$ cat config.mk
export PLATFORM = sky130hd
export DESIGN_NAME = stream_decryptor_flat
export DESIGN_NICKNAME = d
export VERILOG_FILES = /design/src/rtl/stream_decryptor_if.sv /design/src/rtl/stream_decryptor.sv /design/src/flat_wrapper.sv
export SDC_FILE = /design/constraint.sdc
export NUM_CORES = 1
export LEC_CHECK = 0
export ABC_AREA = 1
export CORE_UTILIZATION = 50
export DETAILED_ROUTE_END_ITERATION = 10
export HOLD_SLACK_MARGIN = 0.03
export PLACE_DENSITY = 0.8
export SLEW_MARGIN = 20
export SYNTH_ARGS = -nofsm -noshare
export SYNTH_HDL_FRONTEND = slang
export SYNTH_SLANG_ARGS = --single-unit
export TNS_END_PERCENT = 30
$ cat constraint.sdc
create_clock -name clk -period 4.3 [get_ports clk]
set_input_delay 1.29 -clock clk [delete_from_list [all_inputs] [get_ports clk]]
set_output_delay 1.29 -clock clk [all_outputs]
set_load 0.1 [all_outputs]
$ cat src/rtl/stream_decryptor_if.sv
// Stream and key-programming bundle for stream_decryptor: ciphertext in, plaintext out,
// key write port and status flags.
interface stream_decryptor_if #(
    parameter int unsigned SEC_LEN = 3
);
    localparam int unsigned KW = (SEC_LEN > 1) ? $clog2(SEC_LEN) : 1;

    logic          key_we;
    logic [KW-1:0] key_addr;
    logic [7:0]    key_data;
    logic          s_valid;
    logic          s_ready;
    logic [7:0]    s_data;
    logic          s_last;
    logic          m_valid;
    logic          m_ready;
    logic [7:0]    m_data;
    logic          m_last;
    logic          m_err;
    logic          cfg_err;
    logic          busy;

    modport slave (
        input  key_we, key_addr, key_data, s_valid, s_data, s_last, m_ready,
        output s_ready, m_valid, m_data, m_last, m_err, cfg_err, busy
    );

    modport master (
        output key_we, key_addr, key_data, s_valid, s_data, s_last, m_ready,
        input  s_ready, m_valid, m_data, m_last, m_err, cfg_err, busy
    );
endinterface

$ cat src/rtl/stream_decryptor.sv
// Two-stage byte-serial decryptor for the 62-symbol alphanumeric shift cipher.
// Optional macro PASSTHRU_INVALID_EN: forward invalid ciphertext bytes unchanged instead of 8'hFF.
module stream_decryptor #(
    parameter int unsigned MSG_LEN = 6,
    parameter int unsigned SEC_LEN = 3
) (
    input logic               clk,
    input logic               rst,
    stream_decryptor_if.slave bus
);
    localparam int unsigned KW = (SEC_LEN > 1) ? $clog2(SEC_LEN) : 1;
    localparam int unsigned CW = $clog2(MSG_LEN + 1);

    function automatic logic [7:0] char_pos(input logic [7:0] c);
        if (c >= 8'h41 && c <= 8'h5A) return c - 8'h41;
        else if (c >= 8'h61 && c <= 8'h7A) return c - 8'h61 + 8'd26;
        else if (c >= 8'h30 && c <= 8'h39) return c - 8'h30 + 8'd52;
        else return 8'hFF;
    endfunction

    function automatic logic [7:0] pos_char(input logic [5:0] p);
        if (p < 6'd26) return 8'h41 + {2'b00, p};
        else if (p < 6'd52) return 8'h61 + {2'b00, p} - 8'd26;
        else return 8'h30 + {2'b00, p} - 8'd52;
    endfunction

    logic [7:0]    key_q [SEC_LEN];
    logic [KW-1:0] kidx_q;
    logic [CW-1:0] cnt_q;
    logic          s1_v_q, s1_inv_q, s1_last_q;
    logic [5:0]    s1_cpos_q, s1_kpos_q;
`ifdef PASSTHRU_INVALID_EN
    logic [7:0]    s1_raw_q;
`endif
    logic          s2_v_q, s2_last_q, s2_err_q;
    logic [7:0]    s2_data_q;
    logic          cfg_err_q;

    logic          s1_adv, s2_adv, acc, busy, in_inv, msg_end, key_wr_ok;
    logic [7:0]    in_pos, key_pos_raw, inv_data;
    logic [5:0]    key_pos, modp;
    logic [6:0]    diff;
    logic [KW-1:0] kidx_nxt;

    always_comb begin
        s2_adv      = !s2_v_q || bus.m_ready;
        s1_adv      = !s1_v_q || s2_adv;
        acc         = bus.s_valid && !rst && s1_adv;
        busy        = s1_v_q || s2_v_q || (kidx_q != '0);
        in_pos      = char_pos(bus.s_data);
        in_inv      = (in_pos == 8'hFF);
        key_pos_raw = char_pos(key_q[kidx_q]);
        // An out-of-alphabet key byte acts as shift 0.
        key_pos     = (key_pos_raw == 8'hFF) ? 6'd0 : key_pos_raw[5:0];
        msg_end     = bus.s_last || (cnt_q == CW'(MSG_LEN - 1));
        kidx_nxt    = (kidx_q == KW'(SEC_LEN - 1)) ? '0 : kidx_q + KW'(1);
        key_wr_ok   = !busy && !acc && (32'(bus.key_addr) < SEC_LEN);
        diff        = {1'b0, s1_cpos_q} - {1'b0, s1_kpos_q};
        // Negative difference wraps by +62; mod-64 low bits give the same 0..61 result.
        modp        = diff[6] ? diff[5:0] + 6'd62 : diff[5:0];
`ifdef PASSTHRU_INVALID_EN
        inv_data    = s1_raw_q;
`else
        inv_data    = 8'hFF;
`endif
    end

    assign bus.s_ready = !rst && s1_adv;
    assign bus.m_valid = s2_v_q;
    assign bus.m_data  = s2_data_q;
    assign bus.m_last  = s2_last_q;
    assign bus.m_err   = s2_err_q;
    assign bus.cfg_err = cfg_err_q;
    assign bus.busy    = busy;

    always_ff @(posedge clk or posedge rst) begin
        if (rst) begin
            for (int i = 0; i < int'(SEC_LEN); i++) key_q[i] <= 8'h41;
            kidx_q    <= '0;
            cnt_q     <= '0;
            s1_v_q    <= 1'b0;
            s1_inv_q  <= 1'b0;
            s1_last_q <= 1'b0;
            s1_cpos_q <= '0;
            s1_kpos_q <= '0;
`ifdef PASSTHRU_INVALID_EN
            s1_raw_q  <= '0;
`endif
            s2_v_q    <= 1'b0;
            s2_last_q <= 1'b0;
            s2_err_q  <= 1'b0;
            s2_data_q <= '0;
            cfg_err_q <= 1'b0;
        end else begin
            if (s1_adv) begin
                s1_v_q <= acc;
                if (acc) begin
                    s1_cpos_q <= in_pos[5:0];
                    s1_inv_q  <= in_inv;
                    s1_kpos_q <= key_pos;
                    s1_last_q <= msg_end;
`ifdef PASSTHRU_INVALID_EN
                    s1_raw_q  <= bus.s_data;
`endif
                end
            end
            if (s2_adv) begin
                s2_v_q <= s1_v_q;
                if (s1_v_q) begin
                    s2_data_q <= s1_inv_q ? inv_data : pos_char(modp);
                    s2_last_q <= s1_last_q;
                    s2_err_q  <= s1_inv_q;
                end
            end
            if (acc) begin
                if (msg_end) begin
                    cnt_q  <= '0;
                    kidx_q <= '0;
                end else begin
                    cnt_q <= cnt_q + CW'(1);
                    if (!in_inv) kidx_q <= kidx_nxt;
                end
            end
            if (bus.key_we) begin
                if (key_wr_ok) begin
                    key_q[bus.key_addr] <= bus.key_data;
                    if (char_pos(bus.key_data) == 8'hFF) cfg_err_q <= 1'b1;
                end else begin
                    cfg_err_q <= 1'b1;
                end
            end
        end
    end
endmodule
$ cat src/flat_wrapper.sv
// flat-port wrapper written by rule: the top's interface ports become plain ports
module stream_decryptor_flat 
#(
    parameter int unsigned MSG_LEN = 6,
    parameter int unsigned SEC_LEN = 3
)
  (clk, rst, bus_key_we, bus_key_addr, bus_key_data, bus_s_valid, bus_s_data, bus_s_last, bus_m_ready, bus_s_ready, bus_m_valid, bus_m_data, bus_m_last, bus_m_err, bus_cfg_err, bus_busy);
  stream_decryptor_if #(.SEC_LEN(SEC_LEN)) bus_i ();
  input logic clk;
  input logic rst;
  input wire logic [$bits(bus_i.key_we)-1:0] bus_key_we;
  input wire logic [$bits(bus_i.key_addr)-1:0] bus_key_addr;
  input wire logic [$bits(bus_i.key_data)-1:0] bus_key_data;
  input wire logic [$bits(bus_i.s_valid)-1:0] bus_s_valid;
  input wire logic [$bits(bus_i.s_data)-1:0] bus_s_data;
  input wire logic [$bits(bus_i.s_last)-1:0] bus_s_last;
  input wire logic [$bits(bus_i.m_ready)-1:0] bus_m_ready;
  output wire logic [$bits(bus_i.s_ready)-1:0] bus_s_ready;
  output wire logic [$bits(bus_i.m_valid)-1:0] bus_m_valid;
  output wire logic [$bits(bus_i.m_data)-1:0] bus_m_data;
  output wire logic [$bits(bus_i.m_last)-1:0] bus_m_last;
  output wire logic [$bits(bus_i.m_err)-1:0] bus_m_err;
  output wire logic [$bits(bus_i.cfg_err)-1:0] bus_cfg_err;
  output wire logic [$bits(bus_i.busy)-1:0] bus_busy;
  assign bus_i.key_we = bus_key_we;
  assign bus_i.key_addr = bus_key_addr;
  assign bus_i.key_data = bus_key_data;
  assign bus_i.s_valid = bus_s_valid;
  assign bus_i.s_data = bus_s_data;
  assign bus_i.s_last = bus_s_last;
  assign bus_i.m_ready = bus_m_ready;
  assign bus_s_ready = bus_i.s_ready;
  assign bus_m_valid = bus_i.m_valid;
  assign bus_m_data = bus_i.m_data;
  assign bus_m_last = bus_i.m_last;
  assign bus_m_err = bus_i.m_err;
  assign bus_cfg_err = bus_i.cfg_err;
  assign bus_busy = bus_i.busy;
  stream_decryptor #(.MSG_LEN(MSG_LEN), .SEC_LEN(SEC_LEN)) u_core (.clk(clk), .rst(rst), .bus(bus_i));
endmodule
# ---- Yosys cells after proc, flatten, opt, wreduce, memory -nomap -nowiden
# Cells that the tools add are included.
dict set report classes {
  eq_ne 7
  order_cmp 24
  n_reduce_logical 31
  muxes 28
  add_sub_neg 24
  bitwise_logic 2
}
# op count
set ops {}
lappend ops {{8-bit two-way mux} 17}
lappend ops {{8-bit by 7-bit greater-or-equal comparator with 1-bit output (second input constant)} 6}
lappend ops {{8-bit by 7-bit less-or-equal comparator with 1-bit output (second input constant)} 6}
lappend ops {{8-bit by 7-bit subtractor with 8-bit output (second input constant)} 6}
lappend ops {{8-bit by 6-bit subtractor with 8-bit output (second input constant)} 4}
lappend ops {{8-bit by 5-bit adder with 8-bit output (second input constant)} 3}
lappend ops {{8-bit by 6-bit adder with 8-bit output (second input constant)} 3}
lappend ops {{24-bit bitwise mux} 1}
lappend ops {{8-bit equality test (second input constant)} 3}
lappend ops {{8-bit by 6-bit greater-or-equal comparator with 1-bit output (second input constant)} 3}
lappend ops {{8-bit by 6-bit less-or-equal comparator with 1-bit output (second input constant)} 3}
lappend ops {{7-bit by 6-bit adder with 8-bit output (first input constant)} 2}
lappend ops {{8-bit binary-select mux with 2-bit select} 1}
lappend ops {{8-bit demux with 2-bit select} 1}
lappend ops {{1-bit logical AND} 15}
lappend ops {{6-bit two-way mux} 2}
lappend ops {{2-bit AND reduction} 5}
lappend ops {{8-bit by 5-bit subtractor with 8-bit output (second input constant)} 1}
lappend ops {{6-bit by 6-bit adder with 7-bit output (first input constant)} 1}
lappend ops {{6-bit by 6-bit subtractor with 7-bit output} 1}
lappend ops {{6-bit adder (second input constant)} 1}
lappend ops {{3-bit greater-or-equal comparator (second input constant)} 2}
lappend ops {{6-bit by 5-bit less-than comparator with 1-bit output (second input constant)} 1}
lappend ops {{6-bit less-than comparator (second input constant)} 1}
lappend ops {{other kinds (14)} 27}
dict set report word_totals {
  reg_bits 56
  output_inout_bits 14
  wordCells 131
}

# ---- Logic depth before layout (Yosys ltp)
dict set report depth {
  depth_word 12
  mapped_depth 20
  depth_no_buf 20
}

# ---- Worst setup path before layout
# No wires, ideal clock.
dict set report synth_timing {
  path_kind {input-to-output}
  start {in rst}
  end {out bus_s_ready}
  slack_ns -0.221
  n_path_buf 0
  stages 3
  arrival_time_ns 3.231
  required_ns 3.010
  cell_sequence {inv_1 > nand2_1 > inv_1}
}
dict set report synth_via {
  elab_chain_len 2
}
# element line
set synth_lines {}
lappend synth_lines {{start: declaration} flat_wrapper.sv:10} ;# input logic rst;
lappend synth_lines {{1-bit logical NOT} stream_decryptor.sv:68} ;# assign bus.s_ready = !rst && s1_adv;
lappend synth_lines {{1-bit logical AND} stream_decryptor.sv:68}
lappend synth_lines {{end: declaration} flat_wrapper.sv:18} ;# output wire logic [$bits(bus_i.s_ready)-1:0] bus_s_ready;
# Every way passes these cells.

# ---- Final worst setup path
dict set report layout_timing {
  start {in bus_s_data[0]}
  end {reg u_core.kidx_q[0]}
}
dict set report layout_via {
  elab_chain_len 8
  word_cells_on_any_way 20
  cone_classes {add/sub (5); order compare (6); eq/ne (2); mux (3); reduce/logical (4)}
}
# element line
set layout_lines {}
lappend layout_lines {{start: declaration} flat_wrapper.sv:15} ;# input wire logic [$bits(bus_i.s_data)-1:0] bus_s_data;
lappend layout_lines {{8-bit by 6-bit subtractor with 8-bit output, or another cell as far along} stream_decryptor.sv:17} ;# else if (c >= 8'h30 && c <= 8'h39) return c - 8'h30 + 8'd52;
lappend layout_lines {{8-bit by 6-bit adder with 8-bit output / 1-bit logical AND (equally long branches)} stream_decryptor.sv:17}
lappend layout_lines {{8-bit two-way mux} stream_decryptor.sv:17}
lappend layout_lines {{8-bit two-way mux} stream_decryptor.sv:16} ;# else if (c >= 8'h61 && c <= 8'h7A) return c - 8'h61 + 8'd26;
lappend layout_lines {{8-bit two-way mux *} stream_decryptor.sv:15} ;# if (c >= 8'h41 && c <= 8'h5A) return c - 8'h41;
lappend layout_lines {{8-bit equality test *} stream_decryptor.sv:51} ;# in_inv = (in_pos == 8'hFF);
lappend layout_lines {{2-bit inequality test (no line) *} --}
lappend layout_lines {{2-bit AND reduction (no line) *} --}
lappend layout_lines {{end signal: assignment} stream_decryptor.sv:121} ;# if (!in_inv) kidx_q <= kidx_nxt;
lappend layout_lines {{end: declaration} stream_decryptor.sv:28} ;# logic [KW-1:0] kidx_q;
# Mark *: on every way between the ends. The rest lies on a longest branch, timed or not.
# A chain may end at the register's enable or synchronous reset.

==> summary.txt <==
Power
  • Sw Ratio: 54.97%
  • Max IR drop VDD: 446.6 uV
  • Combinational fraction of design power: 71.5%
  • Sequential Power Share: 21.5%
  • Power share of the clock group: 7.0%
  • Internal power: 1818 uW
  • Pwr per Cell Area: 755.3 mW/mm^2
  • P_sw: 2219 uW
  • LEAKAGE: 0.002668 uW
  • Power Total: 4036 uW

GRT
  • Overflow left after global routing: 0
  • Initial antenna violation count: 0
  • Vias in the first global route: 4202
  • First-pass GRT wire length: 18430 um
  • Pin count of the biggest net entering global routing: 57
  • GRT Overall Usage: 22.71%

Timing
  • RSZ-0062 raised after global routing: no
  • Setup TNS: 0 ns
  • Relative slew slack: 34.85%
  • Setup clock skew after layout: 0.01801 ns
  • Slew of the pin with the lowest slew margin: 0.9742 ns
  • Fin. max-slew vios: 0
  • Min cycle time layout: 3.575 ns
  • Final setup viols: 0
  • Fin crit share: 83.13%
  • Final Hold Viols: 0
  • Achievable Freq: 279.8 MHz

Yosys
  • Top post-synthesis cells by area: dfrtp_1, nand2_1, ha_1
  • Number of synthesized flops with an enable pin: 0
  • Cell variety after synth: 45
  • Post-synthesis async set-or-reset flop share: 100.0%
  • Register bit total from synthesis: 56
  • Synthesized area per cell: 7.088 um^2
  • Syn nets: 734
  • Post-Syn Area: 0.004763 mm^2
  • Post-Syn Instances: 672
  • Sequential cell area fraction in the yosys report: 29.58%
  • Post-synth top area cell: dfrtp_1
  • Ys flop type: dfrtp_1
  • Synth Warn #: 0
  • Synth top area share: 26.27%

Clock network
  • Maximum clock path buffer count: 2
  • Clk root buf: clkbuf_8
  • Clock Sinks: 56
  • Cts bufs inserted: 5
  • TritonCTS clock tree: yes
  • Worst-path clk slew: 0.09 ns
  • Clock H-tree levels: 2
  • Post-cts sizing count: 0
  • Setup Buffers After CTS: 0
  • Worst-Skew Late Latency: 0.32 ns
  • Hold-fix buffers, CTS: 0

Status
  • Status: finished, final reports clean

Floorplanning
  • Boundary pin count: 38
  • Die area: 0.009921 mm^2
  • Vert. Die Dim: 99.61 um
  • Core area: 0.009240 mm^2
  • Die X: 99.61 um
  • Num rows: 35
  • Initial core utilization: 51.55%

Layout
  • Share of layout cells above drive strength 1: 10.16%
  • Diode count: 0
  • Final std cells w/o fill: 838
  • Commonest non-fill, non-tap cell in the layout: nand2_1
  • Synthesis-to-finish area growth: 12.19%
  • Most frequent cells in the layout: nand2_1, inv_1, nand3_1, dfrtp_1, nor2_1
  • Final Cell Area: 0.005344 mm^2
  • Count of nets after finishing: 770

Drt
  • DR pass1 iterations: 4
  • # DRC: 0
  • Vias/cell: 5.171
  • DR WL/cell: 12.65 um
  • Post-route ant nets: 0
  • Post-Route WL: 10600 um
  • Initial DRC count: 185
  • Routed via count: 4333

Critical path
  • Startpoint Class: primary input
  • CP endpoint kind: register
  • CP required: 4.55 ns
  • Critical Path AT: 3.83 ns
  • Setup CP Type: primary input to register
  • Critical-path maximum fanout: 7

Job
  • Max-cap violations: 0

Place
  • Placed insts: 830
  • Dpl hpwl: 8343 um
  • Placed Area: 0.005263 mm^2
  • Routability cong.: 0.9343
  • IO Port Bufs: 37

Worst hold path
  • Hold WC Path Type: register to register
## power by group through the flow
stage,Sequential (uW),Clock [uW],Combinational [uW]
floorplan,1080,0,2090
global placement,869,0,2780
detailed placement,877,0,2870
CTS,866,287,2880
global route,891,314,3250
finish,868,282,2890
## layer usage
metal  wire (um)  global-route usage, %  share of wire [%]  vias up
met5           0                      0                  0        -
met4         102                  6.222               0.96        0
met3         337                  2.670                3.2       10
met2        5398                  40.17                 51       85
met1        4759                  29.31                 45     2011
li1            -                      -                  -     2227
## sequential cells by signal, summed over array words and instances, names as in the netlist, 2 cells and up
register           count
u_core.kidx_q          2
u_core.s1_kpos_q       6
u_core.cnt_q           3
u_core.bus.m_data      8
u_core.s1_cpos_q       6
u_core.key_q          24
## worst max-delay path: stages
cell             delay (ns)
clkdlybuf4s50_1        0.59
inv_1                  0.14
ha_1                   0.26
o21ai_0                0.28
nor2_1                 0.09
nand2_1                0.14
nand3_1                0.23
or2_0                  0.27
nand3_1                0.11
nand4_1                0.14
nand2_1                0.13
nand3_1                0.08
nand2_1                0.08
## area by class of cell
cell class / instances / area [um^2]
multi-input cells: 509 / 2925
repair buffers: 40 / 400.4
flip-flops and latches: 56 / 1409
inverters: 96 / 366.6
well taps: 129 / 161.4
fillers: 878 / 3896
clock buffers: 7 / 76.32
clock inverters: 1 / 5.005
## synthesized netlist by cell type, types with 6 or more instances
master	n
nand2_2	11
inv_1	88
inv_2	6
nand3_2	10
clkbuf_1	6
nor2_1	45
dfrtp_1	50
nand2_1	187
nor3_1	7
dfstp_2	6
nand4_1	14
ha_1	37
xor2_1	18
nor2_2	6
xnor2_1	8
nand3_1	56
o21a_1	9
o21ai_0	34
a21oi_1	24
## worst paths after layout
kind | startpoint | endpoint | slack [ns] | cells after the start
worst max-delay path | bus_s_data[0] | u_core.kidx_q[0] | 0.73 | 13
worst min-delay path | u_core.bus.cfg_err | u_core.bus.cfg_err | 0.47 | 2
worst max register to register | u_core.s1_kpos_q[0] | u_core.bus.m_data[2] | 0.99 | 17
worst min register to register | u_core.bus.cfg_err | u_core.bus.cfg_err | 0.47 | 2
max in group asynchronous | rst | u_core.bus.cfg_err | 2.26 | 3
min in group asynchronous | rst | u_core.bus.m_data[2] | 1.57 | 3
## stage by stage
| stage | worst slack [ns] | hold slack [ns] | utilization, % |
|---|---|---|---|
| after CTS | 0.7389 | 0.4794 | 57.83 |
| after floorplan | 0.3335 | 0.4489 | - |
| after detailed placement | 0.4103 | 0.4567 | 56.95 |
| after global routing | 0.4759 | 0.5054 | 57.83 |
| final | 0.7254 | 0.4747 | 57.83 |
| after global placement | 0.5175 | 0.4470 | 56.95 |
## logic make-up after synthesis
kind of cell             Yosys count  share of synthesized area (%)
AND/OR/NAND/NOR                  362                          36.43
buffers and inverters            107                          9.010
AO/OA/AOI/OAI                     83                          10.06
XOR/XNOR                          26                          4.781
flip-flops                        56                          29.58
adder cells (fa/ha/maj)           38                          10.14
Note: power is estimated with default switching activity, not from simulation.
